==> config.mk <==
export PLATFORM = sky130hd
export DESIGN_NAME = pa_spsram_init_flat
export DESIGN_NICKNAME = d
export VERILOG_FILES = /design/src/rtl/pa_spsram_init_if.sv /design/src/rtl/pa_spsram_init.sv /design/src/flat_wrapper.sv
export SDC_FILE = /design/constraint.sdc
export NUM_CORES = 1
export LEC_CHECK = 0
export CAP_MARGIN = 10
export CORE_MARGIN = 4
export CORE_UTILIZATION = 50
export DETAILED_ROUTE_END_ITERATION = 7
export DONT_BUFFER_PORTS = 1
export PLACE_DENSITY = 0.69
export SLEW_MARGIN = 20
export SYNTH_ARGS = -nofsm -noshare
export SYNTH_HDL_FRONTEND = slang
export SYNTH_SLANG_ARGS = --single-unit
export TNS_END_PERCENT = 5
==> constraint.sdc <==
create_clock -name clk -period 5.3 [get_ports clk]
set_input_delay 0.53 -clock clk [delete_from_list [all_inputs] [get_ports clk]]
set_output_delay 0.53 -clock clk [all_outputs]
set_load 0.01 [all_outputs]
==> src/rtl/pa_spsram_init_if.sv <==
// User SRAM bus (CEN/GWEN/WEN active-low) plus init-sequencer request/status for pa_spsram_init.
// master = requester side, slave = memory side.
interface pa_spsram_init_if #(
  parameter int ADDR_WIDTH = 6,
  parameter int DATA_WIDTH = 4,
  parameter int WE_WIDTH   = 4
);
  logic [ADDR_WIDTH-1:0] A;
  logic                  CEN;
  logic                  GWEN;
  logic [WE_WIDTH-1:0]   WEN;
  logic [DATA_WIDTH-1:0] D;
  logic [DATA_WIDTH-1:0] Q;
  logic                  init_req;
  logic                  init_busy;
  logic                  init_done;
  logic                  acc_err;

  modport master (
    output A, CEN, GWEN, WEN, D, init_req,
    input  Q, init_busy, init_done, acc_err
  );

  modport slave (
    input  A, CEN, GWEN, WEN, D, init_req,
    output Q, init_busy, init_done, acc_err
  );
endinterface

==> src/rtl/pa_spsram_init.sv <==
// Single-port SRAM with group write enables and a post-reset/on-request fill sequencer.
// Registered read (1 cycle, Q holds); accesses during the DEPTH-cycle sweep are dropped and flagged.
module pa_spsram_init #(
  parameter int                    ADDR_WIDTH = 6,
  parameter int                    DATA_WIDTH = 4,
  parameter int                    WE_WIDTH   = 4,
  parameter logic [DATA_WIDTH-1:0] INIT_VALUE = '0
) (
  input logic              clk,
  input logic              rst_b,
  pa_spsram_init_if.slave  bus
);
  localparam int DEPTH = 1 << ADDR_WIDTH;
  localparam int GW    = DATA_WIDTH / WE_WIDTH;

  localparam logic [0:0] ST_INIT  = 1'b0;
  localparam logic [0:0] ST_READY = 1'b1;

  logic [0:0]            state;
  logic [ADDR_WIDTH-1:0] cnt;
  logic [DATA_WIDTH-1:0] mem [DEPTH];
  logic                  busy;
  logic                  user_acc;

  assign busy          = (state == ST_INIT);
  assign user_acc      = ~bus.CEN;
  assign bus.init_busy = busy;

  always_ff @(posedge clk or negedge rst_b) begin
    if (!rst_b) begin
      state         <= ST_INIT;
      cnt           <= '0;
      bus.Q         <= '0;
      bus.init_done <= 1'b0;
      bus.acc_err   <= 1'b0;
    end else begin
      bus.init_done <= 1'b0;
      bus.acc_err   <= busy & user_acc;
      if (busy) begin
        // cnt wraps to 0 naturally after the last entry
        cnt <= cnt + 1'b1;
        if (&cnt) begin
          state         <= ST_READY;
          bus.init_done <= 1'b1;
        end
      end else begin
        if (user_acc && bus.GWEN)
          bus.Q <= mem[bus.A];
        if (bus.init_req) begin
          state <= ST_INIT;
          cnt   <= '0;
        end
      end
    end
  end

  // Array has no reset; sweep writes are suppressed while rst_b is held low.
  always_ff @(posedge clk) begin
    if (busy) begin
      if (rst_b)
        mem[cnt] <= INIT_VALUE;
    end else if (user_acc && !bus.GWEN) begin
      for (int i = 0; i < WE_WIDTH; i++) begin
        if (!bus.WEN[i])
          mem[bus.A][i*GW +: GW] <= bus.D[i*GW +: GW];
      end
    end
  end
endmodule

==> src/flat_wrapper.sv <==
// flat-port wrapper written by rule: the top's interface ports become plain ports
module pa_spsram_init_flat 
#(
  parameter int                    ADDR_WIDTH = 6,
  parameter int                    DATA_WIDTH = 4,
  parameter int                    WE_WIDTH   = 4,
  parameter logic [DATA_WIDTH-1:0] INIT_VALUE = '0
)
  (clk, rst_b, bus_A, bus_CEN, bus_GWEN, bus_WEN, bus_D, bus_init_req, bus_Q, bus_init_busy, bus_init_done, bus_acc_err);
  pa_spsram_init_if #(.ADDR_WIDTH(ADDR_WIDTH), .DATA_WIDTH(DATA_WIDTH), .WE_WIDTH(WE_WIDTH)) bus_i ();
  input logic clk;
  input logic rst_b;
  input wire logic [$bits(bus_i.A)-1:0] bus_A;
  input wire logic [$bits(bus_i.CEN)-1:0] bus_CEN;
  input wire logic [$bits(bus_i.GWEN)-1:0] bus_GWEN;
  input wire logic [$bits(bus_i.WEN)-1:0] bus_WEN;
  input wire logic [$bits(bus_i.D)-1:0] bus_D;
  input wire logic [$bits(bus_i.init_req)-1:0] bus_init_req;
  output wire logic [$bits(bus_i.Q)-1:0] bus_Q;
  output wire logic [$bits(bus_i.init_busy)-1:0] bus_init_busy;
  output wire logic [$bits(bus_i.init_done)-1:0] bus_init_done;
  output wire logic [$bits(bus_i.acc_err)-1:0] bus_acc_err;
  assign bus_i.A = bus_A;
  assign bus_i.CEN = bus_CEN;
  assign bus_i.GWEN = bus_GWEN;
  assign bus_i.WEN = bus_WEN;
  assign bus_i.D = bus_D;
  assign bus_i.init_req = bus_init_req;
  assign bus_Q = bus_i.Q;
  assign bus_init_busy = bus_i.init_busy;
  assign bus_init_done = bus_i.init_done;
  assign bus_acc_err = bus_i.acc_err;
  pa_spsram_init #(.ADDR_WIDTH(ADDR_WIDTH), .DATA_WIDTH(DATA_WIDTH), .WE_WIDTH(WE_WIDTH), .INIT_VALUE(INIT_VALUE)) u_core (.clk(clk), .rst_b(rst_b), .bus(bus_i));
endmodule
### After elaboration in Yosys (flattened, before gate mapping)

Memories as Yosys holds them, arrays and structs flattened. A register that Yosys moved wholly into a read port is not among the register bits.
Index checks and enable logic that the tools add are counted.

* eq/ne operators: 1
* reductions and logical operators: 7
* mux-type cells: 28
* bitwise gates (word level): 3
* add/sub/neg operators: 1

Operators with widths (count)
* 1-bit 2-to-1 mux: 23
* 6-bit 2-to-1 mux: 3
* 4-bit 2-to-1 mux: 2
* 6-bit by 1-bit adder with 6-bit output, second input constant: 1
* 6-bit AND reduction: 1
* 4-bit OR reduction: 1
* 1-bit logical AND: 2
* 1-bit logical NOT: 2
* 2-bit != test, second input constant: 1
* 1-bit inverter: 2
* 2-bit AND reduction: 1
* 1-bit bitwise AND: 1

* memory bits (writable): 256
* word-level logic and storage cells: 45
* flip-flop bits (word level): 9
* memories: 1
* output and inout port bits: 7

Memories
* u_core.mem: words 64, width 4, read ports 1, clocked after Yosys merged registers in 1, wr ports 1, line pa_spsram_init.sv:21 `logic [DATA_WIDTH-1:0] mem [DEPTH];`

### Logic depth before layout (Yosys ltp)

Gate-level depths: netlist (run 1).

* word-level depth: 7
* mapped depth: 10
* depth with buffers taken out: 5

### Worst setup path before layout (run 1)

OpenSTA, ideal clock, no wires.

* kind: input port to flip-flop
* start: input port bus_GWEN
* end: memory u_core.mem[0][0], data pin
* setup slack: 2.547 ns
* stages on the path: 5
* data arrival time: 2.386 ns
* required time: 4.933 ns
* buffers on the path: 2
* path through: or3b_1 -> buf_2 -> a41oi_2 -> buf_4 -> and2_1

* cells in the longest elaborated chain, start to end: 7

RTL lines
* from (decl): line flat_wrapper.sv:15 `input wire logic [$bits(bus_i.GWEN)-1:0] bus_GWEN;`
* 1-bit logical NOT *: line pa_spsram_init.sv:62 `end else if (user_acc && !bus.GWEN) begin`
* 1-bit logical AND *: line pa_spsram_init.sv:62
* 1-bit 2-to-1 mux: line pa_spsram_init.sv:62
* 1-bit 2-to-1 mux: line pa_spsram_init.sv:59 `if (busy) begin`
* 1-bit 2-to-1 mux (not written as such): line pa_spsram_init.sv:65 `mem[bus.A][i*GW +: GW] <= bus.D[i*GW +: GW];`
* 4-bit OR reduction (no line) *
* 4-bit 2-to-1 mux (no line) *
* to (decl): line pa_spsram_init.sv:21

Mark *: on every way between the ends. The rest lies on a longest branch, timed or not.

### Worst setup path in the final report (run 1)

* start: register u_core.state
* end: memory u_core.mem[35][0] (enable)

* cells in the longest elaborated chain, start to end: 4

RTL lines
* from (decl): line pa_spsram_init.sv:19 `logic [0:0] state;`
* from (signal assigned): line pa_spsram_init.sv:31 `state <= ST_INIT;`
* from (signal assigned): line pa_spsram_init.sv:43 `state <= ST_READY;`
* from (signal assigned): line pa_spsram_init.sv:50 `state <= ST_INIT;`
* 1-bit 2-to-1 mux: line pa_spsram_init.sv:59
* 1-bit 2-to-1 mux (not written as such): line pa_spsram_init.sv:65
* 4-bit OR reduction (no line)
* 6-bit 2-to-1 mux (no line) or 4-bit 2-to-1 mux (tied branches)

Several ways; a longest one is shown, not always the timed one.

==> results of run 1 <==
==> how the worst min path moves through the flow <==
stage | startpoint | endpoint
5_1_grt | bus_CEN | u_core.bus.acc_err
6_report | bus_CEN | u_core.bus.acc_err
3_5_place_dp | rst_b | u_core.bus.Q[0]
3_3_place_gp | rst_b | u_core.bus.Q[0]
2_1_floorplan | rst_b | u_core.bus.Q[0]
4_1_cts | bus_CEN | u_core.bus.acc_err
==> flip-flops by register name, summed over array words and instances, names as in the netlist <==
register,cells
u_core.mem,256
u_core.cnt,6
u_core.bus.Q,4
u_core.bus.acc_err,1
u_core.bus.init_done,1
u_core.state,1
==> cells in the final DEF (no fill, tap or decap), types with 4 or more instances in the layout <==
master     synthesis  layout
a21oi_1           16      16
a221o_1            4       4
a22oi_1           16      16
and2_2             0       4
buf_16             0       4
buf_4             20      15
clkbuf_16          0      27
clkinv_1           0       7
clkinv_2           0       4
dfrtp_1           13      13
edfxtp_1         256     256
mux2_2             9       9
mux2i_1           69      69
mux4_2            32      32
nand2_1           30      30
nand2_2            4       4
nand2b_1           9       9
nand3_1           20      20
nand3b_1           5       5
nand4_1            4       4
nor2_1           165     165
nor2b_1            7       6
nor3_1           101     101
nor3b_1            5       5
nor4_1             4       4
o21a_1             4       4
o21ai_0            8       8
o22ai_1           12      12
or2_2             18      18
or3_1              4       4
==> per-layer routing <==
layer  share of wire  global-route usage
met4           0.028             0.06688
met1            0.42              0.3068
met2            0.47              0.3312
met3           0.077             0.03475
met5               0                   0
==> final cells by class <==
type                       instances  area, um^2
timing repair buffer              20       232.7
clock buffer                      30       686.9
sequential                       269        8013
inverter                           1       3.754
tap                              324       405.4
multi-input combinational        579        4036
clock inverter                    14       91.34
fill                            2044       11060
antenna                            3       7.507
==> metrics by stage <==
stage / std cells / total power [W] / hold slack [ps]
finish: 1240 / 0.005380 / 54.02
global route: 1240 / 0.005564 / 36.25
CTS: 1233 / 0.005298 / 46.80
detailed placement: 1188 / 0.003582 / 234.7
global placement: 1188 / 0.003567 / 234.7
floorplan: 952 / 0.003320 / 234.4
==> kinds of logic after synthesis <==
family                   share of synthesized area
buffers and inverters                      0.04279
flip-flops                                  0.6388
XOR/XNOR                                  0.002794
adder cells (fa/ha/maj)                  0.0009973
multiplexers                                0.1265
AO/OA/AOI/OAI                              0.04150
AND/OR/NAND/NOR                             0.1466
==> power groups by stage <==
stage	sequential, W	clock (W)	combinational, W
after floorplan	0.00247	0	0.000849
after global placement	0.00254	0	0.00103
after detailed placement	0.00254	0	0.00104
after CTS	0.00249	0.00175	0.00105
after global routing	0.00251	0.00185	0.00120
final	0.00250	0.00174	0.00114
==> what timing repair did <==
action	in CTS	in global routing
setup buffers	0	0
endpoints found under the setup margin	0	0
resized for setup	0	0
hold buffers	1	0
hold endpoints to repair	13	0
==> reports/metrics.json, run 1 <==
{
  "die": {
    "design.portCount": 26,
    "design.core.area_mm2": 0.02453,
    "overall_die_area_mm2": 0.02768,
    "core.rowCount": 57,
    "dieHeight_um": 166.4,
    "die_width_um": 166.4,
    "start_util": 0.5113
  },
  "clock_tree": {
    "clk_root_buffer_cell": "clkbuf_16",
    "cts_made_buffers": 27,
    "number_of_clock_sinks_seen_by_cts": 269,
    "clkTransAtPathRegs_ps": 60,
    "worstSkewPairLatency_ps": 530,
    "clockBufferDepth": 3,
    "cts_tree": "done",
    "ctsHtreeMaxLevel": 1
  },
  "place": {
    "dpl_cell_area_mm2": 0.01257,
    "post_dp_hpwl_um": 16720,
    "placement.io_buffers": 0,
    "dpl_worst_slack_ps": 1800,
    "final_wtd_congestion": 0.8152
  },
  "synth": {
    "yosysTopAreaCellShare": 0.6129,
    "synth_edf_count": 256,
    "synth_cell_types": 50,
    "syn_nets": 972,
    "synthesis.area_per_instance_um2": 13.18,
    "post_synth_most_frequent_cells": "256 x edfxtp_1, 165 x nor2_1, 101 x nor3_1, 69 x mux2i_1, 42 x clkbuf_1",
    "ys_seq_elements": 269,
    "synth.most_common_cell": "edfxtp_1",
    "ys_dominant_reg_cell": "edfxtp_1",
    "postSynth.asyncResetShare": 0.04833,
    "yosys_top_cell_by_area": "edfxtp_1",
    "instance_count_of_the_mapped_netlist": 952,
    "syn_area_mm2": 0.01254,
    "ys_top_cells_by_area": "edfxtp_1 61%, mux4_2 5.7%, mux2i_1 5.5%, nor2_1 4.9%, nor3_1 4.0%",
    "synth.yosys.warnings": 0,
    "yosysSeqAreaShare": 0.6388
  },
  "pwr": {
    "netSwitchingFraction": 0.3112,
    "p_per_area_mw_per_mm2": 399.2,
    "internal_power_w": 0.003706,
    "power.switching_w": 0.001674,
    "cellLeakagePower_nw": 4.551,
    "power.sequential.fraction": 0.464,
    "combinationalPowerShare": 0.212,
    "clockPowerShare": 0.324,
    "worst_ir_drop_vdd_v": 0.0003417
  },
  "route": {
    "wirelength_um": 29760,
    "drt_drc_violations_left": 0,
    "drt_iter0_drc": 1000,
    "vias_per_cell": 6.148,
    "routedWlPerCell_um": 24.00,
    "drt.antenna.violating_nets": 0,
    "detail_route.first_pass.iterations": 5,
    "routed-via-count": 7624
  },
  "hold_path": {
    "worst_hold_path.num_cells": 1,
    "holdCritPathClass": "in2reg"
  },
  "critical_path": {
    "rr_endpoint": "u_core.mem[35][0]",
    "worstSetupPathDepth": 6,
    "reg2reg_depth": 6,
    "path_cells": "or3b_1 > a41oi_2 > nor3b_1 > o21ai_2 > buf_4 > nor3_1",
    "worst_path_max_delay_cell": "a41oi_2",
    "crit_type": "reg2reg",
    "critPathLaunchType": "flip-flop",
    "worst_setup_path_endpoint": "u_core.mem[35][0]",
    "startpoint": "u_core.state",
    "cp_max_fo": 18,
    "crit_buf_inv": 1,
    "r2r-start": "u_core.state",
    "critPathArrivalTime_ps": 3760,
    "regToRegSetupSlack_ps": 1800,
    "worst-endpoint-required_ps": 5560,
    "worst_setup_path_end_kind": "flip-flop",
    "critical-path-top-delay-family": "compound AO/OA/AOI/OAI gates",
    "cp_peak_stage_delay_ps": 770
  },
  "sta": {
    "timing.final.hold_violations": 0,
    "setup_total_negative_slack_ps": 0,
    "rsz0062_at_grt": "false",
    "slew_viol_final": 0,
    "final_period_minus_worst_setup_slack_ps": 3498,
    "fin_ws_ps": 1802,
    "final-setup-viol-count": 0,
    "max_clock_freq_mhz": 285.8,
    "worstMarginPinSlew_ps": 1009,
    "finClkSkew_ps": 12.21,
    "portion_of_the_clock_cycle_consumed_by_the_worst_path_in_the_final_layout": 0.6601,
    "slew_headroom": 0.3242
  },
  "grt": {
    "grt_first_pass_wirelength_um": 45610,
    "globalRoute.totalOverflow": 0,
    "antenna_found_initial": 4,
    "first_global_vias": 7536,
    "grt_start_max_net_pins": 105,
    "grtUsageTotal": 0.2115
  },
  "cells_and_area": {
    "layout.cell_area.non_filler_mm2": 0.01348,
    "layout-drive-gt1-share": 0.1490,
    "nets": 918,
    "area_growth_pct": 7.442,
    "final_util": 0.5493
  },
  "flow_run": {
    "max_cap_check_violation_count": 0
  },
  "outcome": {
    "run_status": "finished, final reports clean"
  }
}
Power figures use the tool's default switching activity.
==> run 2, diff against run 1 <==
--- a/config.mk
+++ b/config.mk
@@ -10,7 +10,7 @@
 export CORE_UTILIZATION = 50
 export DETAILED_ROUTE_END_ITERATION = 7
 export DONT_BUFFER_PORTS = 1
-export PLACE_DENSITY = 0.69
+export PLACE_DENSITY = 0.72
 export SLEW_MARGIN = 20
 export SYNTH_ARGS = -nofsm -noshare
 export SYNTH_HDL_FRONTEND = slang
==> constraint.sdc (replaced) <==
create_clock -name clk -period 3.07 [get_ports clk]
set_input_delay 0.307 -clock clk [delete_from_list [all_inputs] [get_ports clk]]
set_output_delay 0.307 -clock clk [all_outputs]
set_load 0.01 [all_outputs]
==> reports/metrics.json, run 2 (same netlist as run 1, synthesis figures left out) <==
{
  "clock_tree": {
    "cts_repair_resize_count": {"value": 0, "change": "unchanged"},
    "number_of_clock_sinks_seen_by_cts": {"value": 269, "change": "unchanged"},
    "clkTransAtPathRegs": {"value": 70, "unit": "ps", "change": "about the same"},
    "cts_made_buffers": {"value": 28, "change": "+3.7%"},
    "worstSkewPairLatency": {"value": 540, "unit": "ps", "change": "about the same"},
    "clockBufferDepth": {"value": 3, "change": "unchanged"},
    "cts_tree": "done",
    "clk_root_buffer_cell": "clkbuf_16",
    "post-cts-setup-buffer-count": {"value": 0, "change": "unchanged"},
    "ctsHtreeMaxLevel": {"value": 1, "change": "unchanged"}
  },
  "die": {
    "dieHeight": {"value": 166.4, "unit": "um", "change": "unchanged"},
    "die_width": {"value": 166.4, "unit": "um", "change": "unchanged"},
    "core.rowCount": {"value": 57, "change": "unchanged"},
    "start_util": {"value": 0.5113, "change": "unchanged"},
    "design.portCount": {"value": 26, "change": "unchanged"},
    "overall_die_area": {"value": 0.02768, "unit": "mm^2", "change": "unchanged"},
    "design.core.area": {"value": 0.02453, "unit": "mm^2", "change": "unchanged"}
  },
  "cells_and_area": {
    "nets": {"value": 942, "change": "+2.6%"},
    "multi_input_logic_area": {"value": 0.004031, "unit": "mm^2", "change": "-0.12%"},
    "register_area": {"value": 0.008013, "unit": "mm^2", "change": "unchanged"},
    "ant_diodes": {"value": 0, "change": "-3"},
    "num-fill-cells": {"value": 1948, "change": "-4.7%"},
    "largest_registers": "u_core.mem (256), u_core.cnt (6), u_core.bus.Q (4)",
    "regMostFlops": "u_core.mem",
    "final_util": {"value": 0.5612, "change": "+0.01188"},
    "layout-drive-gt1-share": {"value": 0.1716, "change": "+0.02265"},
    "mostFrequentLayoutCell": "edfxtp_1",
    "final_cell_mix": "256 x edfxtp_1, 165 x nor2_1, 101 x nor3_1",
    "largest_register_ffs": {"value": 256, "change": "unchanged"},
    "area_growth_pct": 9.766
  },
  "place": {
    "placement.io_buffers": {"value": 0, "change": "unchanged"},
    "post_dp_hpwl": {"value": 17530, "unit": "um", "change": "+4.8%"},
    "final_wtd_congestion": {"value": 0.8222, "change": "+0.86%"},
    "dpl_worst_slack": {"value": 408.3, "unit": "ps", "change": "-1391 ps"}
  },
  "critical_path": {
    "critPathLaunchType": "flip-flop",
    "startpoint": "u_core.state",
    "reg2reg_depth": {"value": 6, "change": "unchanged"},
    "worst_setup_path_end_kind": "flip-flop",
    "critPathArrivalTime": {"value": 3010, "unit": "ps", "change": "-750 ps"},
    "r2r-start": "u_core.state",
    "crit_type": "reg2reg",
    "cp_max_fo": {"value": 17, "change": "-1"},
    "worst-endpoint-required": {"value": 3350, "unit": "ps", "change": "-2210 ps"}
  },
  "pwr": {
    "p_per_area": {"value": 702.7, "unit": "mW/mm^2", "change": "+76%"},
    "cellLeakagePower": {"value": 4.736, "unit": "nW", "change": "+4.1%"},
    "worst_ir_drop_vdd": {"value": 0.0004518, "unit": "V", "change": "+32%"}
  },
  "grt": {
    "grt_first_pass_wirelength": {"value": 45200, "unit": "um", "change": "-0.89%"},
    "antenna_found_initial": {"value": 0, "change": "-4"},
    "grt_start_max_net_pins": {"value": 105, "change": "unchanged"},
    "globalRoute.totalOverflow": {"value": 0, "change": "unchanged"},
    "first_global_vias": {"value": 7667, "change": "+1.7%"},
    "grtUsageTotal": {"value": 0.2084, "change": "-0.003107"}
  },
  "sta": {
    "finClkSkew": {"value": 13.33, "unit": "ps", "change": "+1.113 ps"},
    "max_clock_freq": {"value": 366.0, "unit": "MHz", "change": "+28%"},
    "slew_viol_final": {"value": 0, "change": "unchanged"},
    "final-setup-viol-count": {"value": 0, "change": "unchanged"},
    "setup_total_negative_slack": {"value": 0, "unit": "ps", "change": "unchanged"},
    "fin_ws": {"value": 337.8, "unit": "ps", "change": "-1464 ps"},
    "timing.final.hold_violations": {"value": 0, "change": "unchanged"},
    "rsz0062_at_grt": "false",
    "slew_headroom": {"value": 0.3051, "change": "-0.01914"},
    "portion_of_the_clock_cycle_consumed_by_the_worst_path_in_the_final_layout": {"value": 0.8900, "change": "+0.2299"},
    "worstMarginPinSlew": {"value": 1042, "unit": "ps", "change": "+33.13 ps"},
    "final_period_minus_worst_setup_slack": {"value": 2732, "unit": "ps", "change": "-766.2 ps"}
  },
  "route": {
    "drt_iter0_drc": {"value": 998, "change": "-0.20%"},
    "routedWlPerCell": {"value": 23.12, "unit": "um", "change": "-3.6%"},
    "drt_drc_violations_left": {"value": 0, "change": "unchanged"},
    "vias_per_cell": {"value": 6.144, "change": "about the same"},
    "drt.antenna.violating_nets": {"value": 0, "change": "unchanged"},
    "detail_route.first_pass.iterations": {"value": 5, "change": "unchanged"},
    "wirelength": {"value": 29320, "unit": "um", "change": "-1.5%"},
    "routed-via-count": {"value": 7791, "change": "+2.2%"}
  },
  "hold_path": {
    "worst_hold_path.num_cells": {"value": 2, "change": "+1"},
    "holdCritPathClass": "in2reg",
    "worstHoldStart": "bus_GWEN"
  },
  "outcome": {
    "run_status": "finished, final reports clean"
  },
  "flow_run": {
    "max_cap_check_violation_count": {"value": 0, "change": "unchanged"}
  }
}
==> run 2: through the flow <==
step	hold slack [ps]	total power [W]	cells	instance area [um^2]
after CTS	135.4	0.009709	1268	13770
final	143.2	0.009674	1268	13770
after floorplan	11.41	0.005731	952	12540
after global routing	161.8	0.01003	1268	13770
after global placement	11.70	0.006279	1213	12800
after detailed placement	11.73	0.006312	1213	12800
==> run 2: worst paths after layout <==
path                       slack, ps                 end
setup / recovery                 340   u_core.mem[39][1]
hold / removal                   140     u_core.bus.Q[3]
max in group asynchronous       2480     u_core.bus.Q[1]
min in group asynchronous        200  u_core.bus.acc_err
setup reg to reg                 340   u_core.mem[39][1]
hold reg to reg                  600     u_core.bus.Q[3]
==> run 2: layout make-up <==
class / instances / area share
inverters: 1 / 0.0002726
multi-input cells: 579 / 0.2928
flip-flops and latches: 269 / 0.5820
clock inverters: 15 / 0.008542
well taps: 324 / 0.02944
repair buffers: 43 / 0.02763
clock buffers: 37 / 0.05934
==> run 2: layer usage <==
layer / vias to the layer above / part of all wire / wire (um) / global-route usage
li1: 3465 / - / - / -
met3: 60 / 0.085 / 2498 / 0.03761
met5: - / 0 / 0 / 0
met4: 0 / 0.025 / 724 / 0.06261
met1: 3926 / 0.41 / 12130 / 0.2916
met2: 340 / 0.48 / 13970 / 0.3374
==> run 2: repair_timing <==
action | CTS | global route
endpoints found under the hold margin | 21 | 0
setup endpoints to repair | 0 | 0
hold buffers | 3 | 0
==> run 2: where the power goes <==
group          switching (W)  internal, W  total (W)
clock                0.00139      0.00203    0.00341
combinational        0.00132     0.000623    0.00194
sequential          0.000184      0.00413    0.00432
==> run 2: worst max-delay path, cell delays in order, from the launching register on <==
cell and delay, ps:
dfrtp_1 340, or3b_1 510, a41oi_2 380, nor3b_1 110, o21ai_2 810, buf_12 240
nor3_1 60
==> run 3, diff against run 2 <==
--- a/config.mk
+++ b/config.mk
@@ -7,10 +7,10 @@
 export LEC_CHECK = 0
 export CAP_MARGIN = 10
 export CORE_MARGIN = 4
-export CORE_UTILIZATION = 50
+export CORE_UTILIZATION = 58
 export DETAILED_ROUTE_END_ITERATION = 7
 export DONT_BUFFER_PORTS = 1
-export PLACE_DENSITY = 0.72
+export PLACE_DENSITY = 0.8
 export SLEW_MARGIN = 20
 export SYNTH_ARGS = -nofsm -noshare
 export SYNTH_HDL_FRONTEND = slang
==> constraint.sdc (replaced) <==
create_clock -name clk -period 3.07 [get_ports clk]
set_input_delay 0.307 -clock clk [delete_from_list [all_inputs] [get_ports clk]]
set_output_delay 0.307 -clock clk [all_outputs]
set_load 0.1 [all_outputs]
==> reports/metrics.json, run 3 (same netlist as run 1, synthesis figures left out) <==
{
  "outcome": {
    "run_status": "finished, final reports clean"
  },
  "cells_and_area": {
    "largest_register_ffs": {"value": 256, "change": "unchanged"},
    "layout-drive-gt1-share": {"value": 0.1595, "change": "-0.01208"},
    "largest_registers": "u_core.mem (256), u_core.cnt (6), u_core.bus.Q (4)",
    "layout.cell_area.non_filler": {"value": 0.01354, "unit": "mm^2", "change": "-1.7%"},
    "ant_diodes": {"value": 0, "change": "unchanged"},
    "mostFrequentLayoutCell": "edfxtp_1",
    "regMostFlops": "u_core.mem",
    "nets": {"value": 936, "change": "-0.64%"},
    "area_growth_pct": 7.940,
    "final_cell_mix": "256 x edfxtp_1, 165 x nor2_1, 101 x nor3_1"
  },
  "die": {
    "design.core.area": {"value": 0.02115, "unit": "mm^2", "change": "-14%"},
    "dieHeight": {"value": 155.1, "unit": "um", "change": "-6.8%"},
    "core.rowCount": {"value": 53, "change": "-7.0%"},
    "start_util": {"value": 0.5929, "change": "+0.08168"},
    "design.portCount": {"value": 26, "change": "unchanged"},
    "overall_die_area": {"value": 0.02404, "unit": "mm^2", "change": "-13%"},
    "die_width": {"value": 155.1, "unit": "um", "change": "-6.8%"}
  },
  "clock_tree": {
    "clockBufferDepth": {"value": 3, "change": "unchanged"},
    "clkTransAtPathRegs": {"value": 60, "unit": "ps", "change": "about the same"},
    "worstSkewPairLatency": {"value": 540, "unit": "ps", "change": "about the same"},
    "number_of_clock_sinks_seen_by_cts": {"value": 269, "change": "unchanged"},
    "clk_root_buffer_cell": "clkbuf_16",
    "cts_made_buffers": {"value": 28, "change": "unchanged"},
    "cts_tree": "done",
    "ctsHtreeMaxLevel": {"value": 1, "change": "unchanged"},
    "cts_repair_resize_count": {"value": 0, "change": "unchanged"},
    "post-cts-setup-buffer-count": {"value": 0, "change": "unchanged"},
    "holdBufCountCts": {"value": 3, "change": "unchanged"}
  },
  "sta": {
    "final.hold.worst_slack": {"value": 188.6, "unit": "ps", "change": "+45.35 ps"},
    "max_clock_freq": {"value": 396.6, "unit": "MHz", "change": "+8.4%"},
    "fin_ws": {"value": 548.4, "unit": "ps", "change": "+210.6 ps"},
    "portion_of_the_clock_cycle_consumed_by_the_worst_path_in_the_final_layout": {"value": 0.8214, "change": "-0.06861"},
    "slew_headroom": {"value": 0.3393, "change": "+0.03422"},
    "setup_total_negative_slack": {"value": 0, "unit": "ps", "change": "unchanged"},
    "final_period_minus_worst_setup_slack": {"value": 2522, "unit": "ps", "change": "-210.6 ps"},
    "worstMarginPinSlew": {"value": 991.0, "unit": "ps", "change": "-51.19 ps"},
    "timing.final.hold_violations": {"value": 0, "change": "unchanged"},
    "final-setup-viol-count": {"value": 0, "change": "unchanged"},
    "finClkSkew": {"value": 13.86, "unit": "ps", "change": "+0.5323 ps"},
    "slew_viol_final": {"value": 0, "change": "unchanged"},
    "rsz0062_at_grt": "false"
  },
  "critical_path": {
    "path_cells": "or3b_1 > a41o_4 > mux2i_4 > nand2_2 > buf_12 > nor3_1",
    "crit_type": "reg2reg",
    "crit_buf_inv": {"value": 1, "change": "unchanged"},
    "critical-path-top-delay-family": "simple AND/OR/NAND/NOR gates",
    "critPathArrivalTime": {"value": 2760, "unit": "ps", "change": "-250 ps"},
    "cp_peak_stage_delay": {"value": 500, "unit": "ps", "change": "-310 ps"},
    "worst_path_max_delay_cell": "or3b_1",
    "worst-endpoint-required": {"value": 3310, "unit": "ps", "change": "-40 ps"},
    "critPathLaunchType": "flip-flop",
    "cp_max_fo": {"value": 17, "change": "unchanged"},
    "worst_setup_path_end_kind": "flip-flop"
  },
  "grt": {
    "grtUsageTotal": {"value": 0.2435, "change": "+0.03509"},
    "first_global_vias": {"value": 7791, "change": "+1.6%"},
    "antenna_found_initial": {"value": 0, "change": "unchanged"},
    "grt_first_pass_wirelength": {"value": 44820, "unit": "um", "change": "-0.84%"},
    "grt_start_max_net_pins": {"value": 105, "change": "unchanged"},
    "globalRoute.totalOverflow": {"value": 0, "change": "unchanged"}
  },
  "place": {
    "post_dp_hpwl": {"value": 17000, "unit": "um", "change": "-3.0%"},
    "placement.io_buffers": {"value": 0, "change": "unchanged"},
    "dpl_worst_slack": {"value": 555.4, "unit": "ps", "change": "+147.1 ps"},
    "final_wtd_congestion": {"value": 0.8237, "change": "+0.18%"},
    "dpl_cell_area": {"value": 0.01269, "unit": "mm^2", "change": "-0.92%"}
  },
  "pwr": {
    "netSwitchingFraction": {"value": 0.3212, "change": "+0.02228"},
    "internal_power": {"value": 0.006492, "unit": "W", "change": "-4.3%"},
    "combinationalPowerShare": {"value": 0.205, "change": "+0.004"},
    "cellLeakagePower": {"value": 4.564, "unit": "nW", "change": "-3.6%"},
    "worst_ir_drop_vdd": {"value": 0.0005429, "unit": "V", "change": "+20%"},
    "clockPowerShare": {"value": 0.322, "change": "-0.031"},
    "power.sequential.fraction": {"value": 0.473, "change": "+0.027"},
    "power.switching": {"value": 0.003073, "unit": "W", "change": "+6.2%"},
    "totalPowerFinal": {"value": 0.009565, "unit": "W", "change": "-1.1%"},
    "p_per_area": {"value": 706.5, "unit": "mW/mm^2", "change": "+0.54%"}
  },
  "flow_run": {
    "max_cap_check_violation_count": {"value": 0, "change": "unchanged"}
  },
  "route": {
    "drt_iter0_drc": {"value": 907, "change": "-9.1%"},
    "routedWlPerCell": {"value": 24.23, "unit": "um", "change": "+4.8%"},
    "drt.antenna.violating_nets": {"value": 0, "change": "unchanged"},
    "detail_route.first_pass.iterations": {"value": 5, "change": "unchanged"},
    "vias_per_cell": {"value": 6.487, "change": "+5.6%"},
    "wirelength": {"value": 29300, "unit": "um", "change": "about the same"},
    "routed-via-count": {"value": 7843, "change": "+0.67%"},
    "drt_drc_violations_left": {"value": 0, "change": "unchanged"}
  },
  "hold_path": {
    "holdCritPathClass": "in2reg"
  }
}
[run 3: cell types whose count changed in the layout (fill, tap and decap cells not counted), sizes merged]
cell      before  now
clkinvlp       0    1
inv            2    1
bufinv         2    1
clkinv        12   13
clkbuf        37   33
buf           40   34
[run 3: path summary, 6_finish.rpt]
kind	start	to	slack, ps	cells past startpoint
min in group asynchronous	rst_b	u_core.state	240	1
max in group asynchronous	rst_b	u_core.cnt[5]	2400	1
max	u_core.state	u_core.mem[5][1]	550	6
max reg2reg	u_core.state	u_core.mem[5][1]	550	6
min	bus_A[3]	u_core.bus.Q[3]	190	2
min reg2reg	u_core.state	u_core.bus.acc_err	640	2
[run 3: metrics by stage]
stage | utilization | std cells
2_1_floorplan | - | 952
4_1_cts | 0.6400 | 1209
3_5_place_dp | 0.5997 | 1158
3_3_place_gp | 0.5997 | 1158
5_1_grt | 0.6400 | 1209
6_report | 0.6400 | 1209
[run 3: per-layer routing]
metal  share of wire  track usage  up-vias  wire length [um]
li1                -            -     3464                 -
met1            0.38       0.3232     3946             11190
met2            0.49       0.4059      377             14430
met3           0.093      0.05480       56              2735
met4           0.032      0.07359        0               934
met5               0            0        -                 0
[run 3: area by class of cell]
| class | count | area (um^2) |
|---|---|---|
| sequential | 269 | 8013 |
| fill | 1542 | 7615 |
| multi-input combinational | 579 | 4020 |
| clock buffer | 33 | 719.4 |
| tap | 275 | 344.1 |
| timing repair buffer | 37 | 335.3 |
| clock inverter | 15 | 103.9 |
| inverter | 1 | 3.754 |
[run 3: power by group through the flow]
stage | combinational (W) | clock, W | sequential [W]
floorplan | 0.00148 | 0 | 0.00446
global placement | 0.00188 | 0 | 0.00460
detailed placement | 0.00192 | 0 | 0.00460
CTS | 0.00194 | 0.00313 | 0.00453
global route | 0.00208 | 0.00330 | 0.00454
finish | 0.00196 | 0.00308 | 0.00453
